`config.mk`:
```
export PLATFORM = sky130hd
export DESIGN_NAME = sse_mode_select
export DESIGN_NICKNAME = d
export VERILOG_FILES = /design/src/rtl/sse_mode_select.sv
export SDC_FILE = /design/constraint.sdc
export NUM_CORES = 1
export LEC_CHECK = 0
export ABC_AREA = 1
export CAP_MARGIN = 30
export CORE_MARGIN = 3
export CORE_UTILIZATION = 54
export CTS_BUF_LIST = sky130_fd_sc_hd__clkbuf_16
export CTS_CLUSTER_SIZE = 40
export DETAILED_ROUTE_END_ITERATION = 7
export MAX_ROUTING_LAYER = met4
export PLACE_DENSITY = 0.82
export SYNTH_ARGS = -nofsm -noshare
export SYNTH_HDL_FRONTEND = slang
export SYNTH_SLANG_ARGS = --single-unit
```
`constraint.sdc`:
```
create_clock -name clk -period 5.1 [get_ports clk]
set_input_delay 0.765 -clock clk [delete_from_list [all_inputs] [get_ports clk]]
set_output_delay 0.765 -clock clk [all_outputs]
set_load 0.05 [all_outputs]
```
`src/rtl/sse_mode_select.sv`:
```
// Mode-decision controller: issues one SSE request per enabled candidate mode,
// adds that mode's penalty and keeps the cheapest (lowest index on ties).
module sse_mode_select #(
    parameter int NUM_MODES = 4,
    parameter int MODE_W    = 2,
    parameter int PEN_W     = 16,
    parameter int SSE_W     = 32
) (
    input  logic                       clk,
    input  logic                       rst,
    input  logic                       start,
    input  logic [NUM_MODES-1:0]       mode_en,
    input  logic [PEN_W*NUM_MODES-1:0] mode_pen,
    output logic                       sse_start,
    output logic [MODE_W-1:0]          sse_mode,
    input  logic [SSE_W-1:0]           sse_in,
    input  logic                       sse_done,
    output logic                       busy,
    output logic [MODE_W-1:0]          best_mode,
    output logic [SSE_W:0]             best_score,
    output logic                       none_valid,
    output logic                       done
);

    // One extra bit so the scan index can reach NUM_MODES as its end marker.
    localparam int IDX_W = MODE_W + 1;

    typedef enum logic [5:0] {
        IDLE  = 6'b000001,
        SCAN  = 6'b000010,
        ISSUE = 6'b000100,
        WAIT  = 6'b001000,
        CMP   = 6'b010000,
        DONE  = 6'b100000
    } state_t;

    state_t                     state_q, state_d;
    logic [IDX_W-1:0]           idx_q, idx_d;
    logic [NUM_MODES-1:0]       en_q, en_d;
    logic [PEN_W*NUM_MODES-1:0] pen_q, pen_d;
    logic [SSE_W-1:0]           sse_cap_q, sse_cap_d;
    logic                       sse_start_q, sse_start_d;
    logic [MODE_W-1:0]          sse_mode_q, sse_mode_d;
    logic                       busy_q, busy_d;
    logic [MODE_W-1:0]          best_mode_q, best_mode_d;
    logic [SSE_W:0]             best_score_q, best_score_d;
    logic                       none_valid_q, none_valid_d;
    logic                       done_q, done_d;

    logic [MODE_W-1:0]          idx_lo;
    logic [PEN_W-1:0]           cur_pen;
    logic [SSE_W:0]             score;

    always_comb begin
        state_d      = state_q;
        idx_d        = idx_q;
        en_d         = en_q;
        pen_d        = pen_q;
        sse_cap_d    = sse_cap_q;
        sse_start_d  = 1'b0;
        sse_mode_d   = sse_mode_q;
        busy_d       = busy_q;
        best_mode_d  = best_mode_q;
        best_score_d = best_score_q;
        none_valid_d = none_valid_q;
        done_d       = 1'b0;

        idx_lo  = idx_q[MODE_W-1:0];
        cur_pen = pen_q[idx_lo*PEN_W +: PEN_W];
        score   = {1'b0, sse_cap_q} + {{(SSE_W+1-PEN_W){1'b0}}, cur_pen};

        unique case (state_q)
            IDLE: begin
                if (start) begin
                    en_d         = mode_en;
                    pen_d        = mode_pen;
                    idx_d        = '0;
                    best_score_d = '1;
                    best_mode_d  = '0;
                    none_valid_d = 1'b0;
                    busy_d       = 1'b1;
                    state_d      = SCAN;
                end
            end
            SCAN: begin
                if (idx_q == IDX_W'(NUM_MODES)) begin
                    done_d       = 1'b1;
                    none_valid_d = (en_q == '0);
                    state_d      = DONE;
                end else if (en_q[idx_lo]) begin
                    sse_start_d = 1'b1;
                    sse_mode_d  = idx_lo;
                    state_d     = ISSUE;
                end else begin
                    idx_d = idx_q + IDX_W'(1);
                end
            end
            ISSUE: begin
                state_d = WAIT;
            end
            WAIT: begin
                if (sse_done) begin
                    sse_cap_d = sse_in;
                    state_d   = CMP;
                end
            end
            CMP: begin
                // Strict compare keeps the earlier (lower-index) winner on ties.
                if (score < best_score_q) begin
                    best_score_d = score;
                    best_mode_d  = idx_lo;
                end
                idx_d   = idx_q + IDX_W'(1);
                state_d = SCAN;
            end
            DONE: begin
                busy_d  = 1'b0;
                state_d = IDLE;
            end
            default: begin
                busy_d  = 1'b0;
                state_d = IDLE;
            end
        endcase
    end

    always_ff @(posedge clk) begin
        if (rst) begin
            state_q      <= IDLE;
            idx_q        <= '0;
            en_q         <= '0;
            pen_q        <= '0;
            sse_cap_q    <= '0;
            sse_start_q  <= 1'b0;
            sse_mode_q   <= '0;
            busy_q       <= 1'b0;
            best_mode_q  <= '0;
            best_score_q <= '1;
            none_valid_q <= 1'b0;
            done_q       <= 1'b0;
        end else begin
            state_q      <= state_d;
            idx_q        <= idx_d;
            en_q         <= en_d;
            pen_q        <= pen_d;
            sse_cap_q    <= sse_cap_d;
            sse_start_q  <= sse_start_d;
            sse_mode_q   <= sse_mode_d;
            busy_q       <= busy_d;
            best_mode_q  <= best_mode_d;
            best_score_q <= best_score_d;
            none_valid_q <= none_valid_d;
            done_q       <= done_d;
        end
    end

    assign sse_start  = sse_start_q;
    assign sse_mode   = sse_mode_q;
    assign busy       = busy_q;
    assign best_mode  = best_mode_q;
    assign best_score = best_score_q;
    assign none_valid = none_valid_q;
    assign done       = done_q;

endmodule

```
After elaboration in Yosys (flattened, before gate mapping) --
Cells that the tools add are included.
Word-level totals: flip-flop bits (word level) 150, input port bits 104, output and inout bits 41, word-level logic and storage cells 72
Cells by class: reductions and logical operators 15, shift operators 1, $lt $le $gt $ge 2, bitwise operators 3, mux-type cells 24, add/subtract/negate cells 2, eq/ne operators 13
Operator list (number):
- two-way mux 33 bit | 2
- one-hot mux 33 bit (2 select lines) | 1
- variable part select 64 x 7 -> 16 bit | 1
- adder 32 x 16 -> 33 bit | 1
- less-than comparator 33 bit | 1
- one-hot mux 6 bit (5 select lines) | 1
- two-way mux 6 bit | 4
- != test 2 bit (second input constant) | 6
- AND reduction 3 bit | 4
- two-way mux 3 bit | 3
- one-hot mux 3 bit (3 select lines) | 1
- equality test 6 x 1 -> 1 bit (second input constant) | 1
- equality test 6 x 2 -> 1 bit (second input constant) | 1
- equality test 6 x 3 -> 1 bit (second input constant) | 1
- equality test 6 x 4 -> 1 bit (second input constant) | 1
- equality test 6 x 5 -> 1 bit (second input constant) | 1
- two-way mux 1 bit | 6
- AND reduction 2 bit | 3
- zero test 4 bit | 1
- two-way mux 2 bit | 2
- one-hot mux 1 bit (2 select lines) | 2
- one-hot mux 2 bit (2 select lines) | 1
- AND reduction 4 bit | 1
- nonzero test 2 bit | 2
- other kinds (10) | 12

Logic depth before layout (Yosys ltp) --
depth in word-level cells 5, mapped depth 33, mapped depth without buffers 31

Least setup slack after synthesis --
OpenSTA, ideal clock, no wires.
kind register to register, from register idx_q[0], to register best_score_q[28] (netlist: best_score[28]), path buffers 3, cell stages (with the launch flop) 33, required time 4.966 ns, period minus slack after synthesis 3.704 ns, setup time 0.134 ns, path slack 1.396 ns, arrival 3.570 ns, cell sequence dfxtp_1 buf_2 clkinv_1 clkbuf_1 nor2_1 o22ai_1 ha_1 inv_1 fa_1 inv_1 nand2_1 nand3_1 nand2_1 nand2_1 nand2_1 nand2_1 nand2_1 nand2_1 inv_1 ha_1 nand2_1 nand2_1 nand2_1 a21oi_1 nor2_1 nand2_1 nor2_1 nand2_2 nand2_2 nand2_4 buf_6 nand2_1 nand3_1
Between the ends: longest elaborated chain between the ends 5, elaborated cells on any way between the ends 7, those cells by class add/sub (1); order compare (1); eq/ne (1); shift (1); mux (2); reduce/logical (1)
Ends and longest elaborated chain:
- start, declared | line 38 | logic [IDX_W-1:0] idx_q, idx_d;
- start signal, assigned | line 143 | idx_q <= idx_d;
- variable part select 64 x 7 -> 16 bit * | line 69 | cur_pen = pen_q[idx_lo*PEN_W +: PEN_W];
- adder 32 x 16 -> 33 bit * | line 70 | score = {1'b0, sse_cap_q} + {{(SSE_W+1-PEN_W){1'b0}}, cur_pen};
- less-than comparator 33 bit | line 109 | if (score < best_score_q) begin
- != test 2 bit (no source line)
- AND reduction 3 bit (no source line)
- end signal, assigned | line 151 | best_score_q <= best_score_d;
- end, declared | line 46 | logic [SSE_W:0] best_score_q, best_score_d;
Mark *: on every way between the ends. The rest lies on a longest branch, timed or not. The select of a mux whose other input is x is not followed. A chain may end at the register's enable or synchronous reset.

Worst setup path after layout --
from register idx_q[0], to register best_score_q[22] (netlist: best_score[22])
The elaborated chain is that of the path after synthesis.

==> results by group <==
STA
  – FMAX: 219 MHz
  – Slew headroom: 0.429
  – Slew @ Worst Pin: 0.856 ns
  – Final worst slack: 0.542 ns
  – RSZ-0062 raised after global routing: false
  – Final Max Slew Viols: 0
  – Count of final hold-check violations: 0
  – Final setup viols: 0
  – Final Cycle Share: 0.894
  – Final Skew: 0.0136 ns
  – Minimum clock period: 4.56 ns
  – Total negative slack: 0 ns

Finish
  – Ant diodes: 0
  – Fillers: 1373
  – Nets@finish: 1637
  – Post-route cell area: 10800 sq um
  – Area Overhead vs Synth: 24.6%
  – Share of cells above drive strength 1: 0.0408

Floorplan
  – Starting Density: 0.561
  – Die width: 133 um
  – CORE AREA: 15500 sq um
  – Chip Height: 133 um
  – Row count: 45
  – Die area: 17700 sq um
  – I/O pins: 145

Routing
  – Detailed-route via count: 9038
  – DRT Pass-1 Iters: 6
  – DRC Markers: 0
  – WL/cell: 14.7 um
  – Met1 WL: 11.4 mm
  – Vias per cell: 5.30
  – Met2 wire len: 11.3 mm
  – Top Layer Used: met4
  – Met3 WL: 1.73 mm
  – Iter 0 DRT Violations: 650
  – Post-route ant nets: 0
  – DRT Wirelength: 25.0 mm

Logic synthesis
  – Register area share after synthesis: 0.345
  – Ys flop type: dfxtp_1
  – Post-synthesis instance area: 8690 sq um
  – Syn nets: 1525
  – Post-synth top cells: 305 x nand2_1, 253 x nor2_1, 165 x inv_1, 150 x dfxtp_1, 134 x o21ai_0
  – Cells after Synth: 1370
  – Post-synth cell types: 36
  – Top-area cell type share of the netlist area: 0.345
  – Seq cells post-synth: 150
  – Post-synth EDFFs: 0
  – Mean Syn Cell Area: 6.34 sq um
  – Cell taking the most area after synthesis: dfxtp_1
  – Synth warn: 0
  – Largest cells by area after synthesis: dfxtp_1 35%, nand2_1 13%, nor2_1 11%
  – Async SR Flop Fraction: 0
  – Count leader, synth: nand2_1

Clock tree
  – Cts bufs inserted: 17
  – Worst-Skew Late Latency: 0.44 ns
  – CTS max path bufs: 2
  – CTS tree: done
  – Clock-pin slew on the worst setup and hold paths: 0.07 ns
  – Root buf cell: clkbuf_16
  – H-Tree Depth: 4
  – CTS Sinks: 150
  – Postcts setup bufs: 0

Hold path
  – Worst hold stages: 2
  – Hold_sp: busy
  – Worst Hold Class: flop to flop

Power and ir drop
  – Sw Share: 0.365
  – Clock Power Share: 0.331
  – Reg power frac: 0.366
  – Pwr Total: 3.95 mW
  – Comb power frac: 0.303
  – Net load switching power: 1.44 mW
  – Pwr Density: 364 nW/um^2
  – Int Pwr: 2.51 mW
  – Leakage Power: 5.47 nW
  – Worst VDD drop: 0.000244 V

Setup path
  – Critical-path maximum fanout: 38
  – CP Launch Type: flop
  – Worst r2r path cells: 29
  – Most prevalent standard cell on the critical path: nand2_1
  – Worst endpoint required time: 5.39 ns
  – Slowest-stage cell, CP: fa_1
  – Crit end category: flop
  – Critical Setup Path Class: flop to flop
  – Critical path origin: idx_q[0]
  – Worst r2r src: idx_q[0]
  – Critical path's largest stage delay: 0.39 ns
  – Worst EP arrival: 4.85 ns

Global routing
  – Total track usage: 0.287
  – Largest net degree at the start of global routing: 66
  – Global route overflow: 0
  – Vias in the first global route: 8120
  – Initial antenna violation count: 0
  – First-pass GRT wire length: 40.0 mm

Placement
  – Global placement routability congestion: 0.973
  – Placed Area: 10200 sq um
  – Port Buffer Count: 144
  – Hpwl dp: 19.1 mm
  – Placement-stage worst setup slack: 0.504 ns

Run status
  – Status: complete, no violations

Flow run
  – Max_cap viols: 0
[critical path: cells and delay by family, from the launching register on]
family,cells,cell delay (ns)
DFF,1,0.34
buffers and inverters,4,0.59
AOI/OAI and AO/OA,3,0.45
and+or+nand+nor,19,2.07
adders and majority gates,3,0.93
[final cells by class]
class	count	area, sq um	area share
multi-input combinational	993	4800	0.443
inverter	168	634	0.0586
sequential	150	3000	0.277
clock inverter	15	181	0.0167
tap	211	264	0.0244
clock buffer	17	425	0.0393
timing repair buffer	152	1530	0.141
[placed cells by master, fill, tap and decap left out, types with 4 or more instances in the layout]
cell type | Yosys | routed
a21oi_1 | 50 | 50
buf_4 | 0 | 6
clkbuf_16 | 0 | 17
clkdlybuf4s50_1 | 0 | 144
dfxtp_1 | 150 | 150
ha_1 | 50 | 50
inv_1 | 165 | 163
inv_2 | 2 | 4
inv_6 | 0 | 4
inv_8 | 0 | 5
nand2_1 | 305 | 305
nand3_1 | 131 | 131
nand4_1 | 12 | 12
nor2_1 | 253 | 252
nor3_1 | 6 | 6
o21ai_0 | 134 | 134
o21ai_1 | 6 | 6
o22ai_1 | 15 | 15
[sequential cells by signal (all words and copies together), names as in the netlist]
register / count
busy: 1
done: 1
best_score: 33
none_valid: 1
idx_q: 3
sse_start: 1
sse_cap_q: 32
state_q: 6
sse_mode: 2
en_q: 4
best_mode: 2
pen_q: 64
[metal layers]
metal / up-vias / global-route usage
li1: 4618 / -
met1: 4028 / 0.383
met2: 350 / 0.447
met3: 42 / 0.0551
met4: 0 / 0.0756
met5: - / -
[logic make-up (layout without fill, tap and decap cells)]
kind of cell               after synthesis  count (layout)  share of synthesized area
buffers and inverters                  227             352                      0.104
adders and majority gates               51              51                     0.0743
DFF                                    150             150                      0.345
AOI/OAI and AO/OA                      212             212                      0.127
and+or+nand+nor                        730             730                      0.348
[timing repair]
action,in CTS,in global routing
setup endpoints to repair,0,34
hold buffers,0,0
gates resized for setup,0,2
[power groups by stage]
stage | Combinational [mW] | Sequential (mW) | Clock, mW
floorplan | 0.602 | 1.68 | 0
finish | 1.20 | 1.44 | 1.31
global route | 1.32 | 1.46 | 1.37
CTS | 1.19 | 1.44 | 1.32
detailed placement | 1.19 | 1.46 | 0
global placement | 1.15 | 1.46 | 0
[per-stage QoR]
| stage | instances | utilization | hold WS, ns |
|---|---|---|---|
| final | 1706 | 0.700 | 0.461 |
| after global routing | 1706 | 0.700 | 0.494 |
| after CTS | 1706 | 0.699 | 0.465 |
| after detailed placement | 1674 | 0.660 | 0.454 |
| after global placement | 1673 | 0.658 | 0.449 |
| after floorplan | 1370 | - | 0.437 |
[final timing paths]
check,to,slack [ns]
worst min-delay path,busy,0.46
worst max-delay path,best_score[22],0.54
worst max register to register,best_score[22],0.54
worst min register to register,busy,0.46
(Power assumes the default switching activity.)
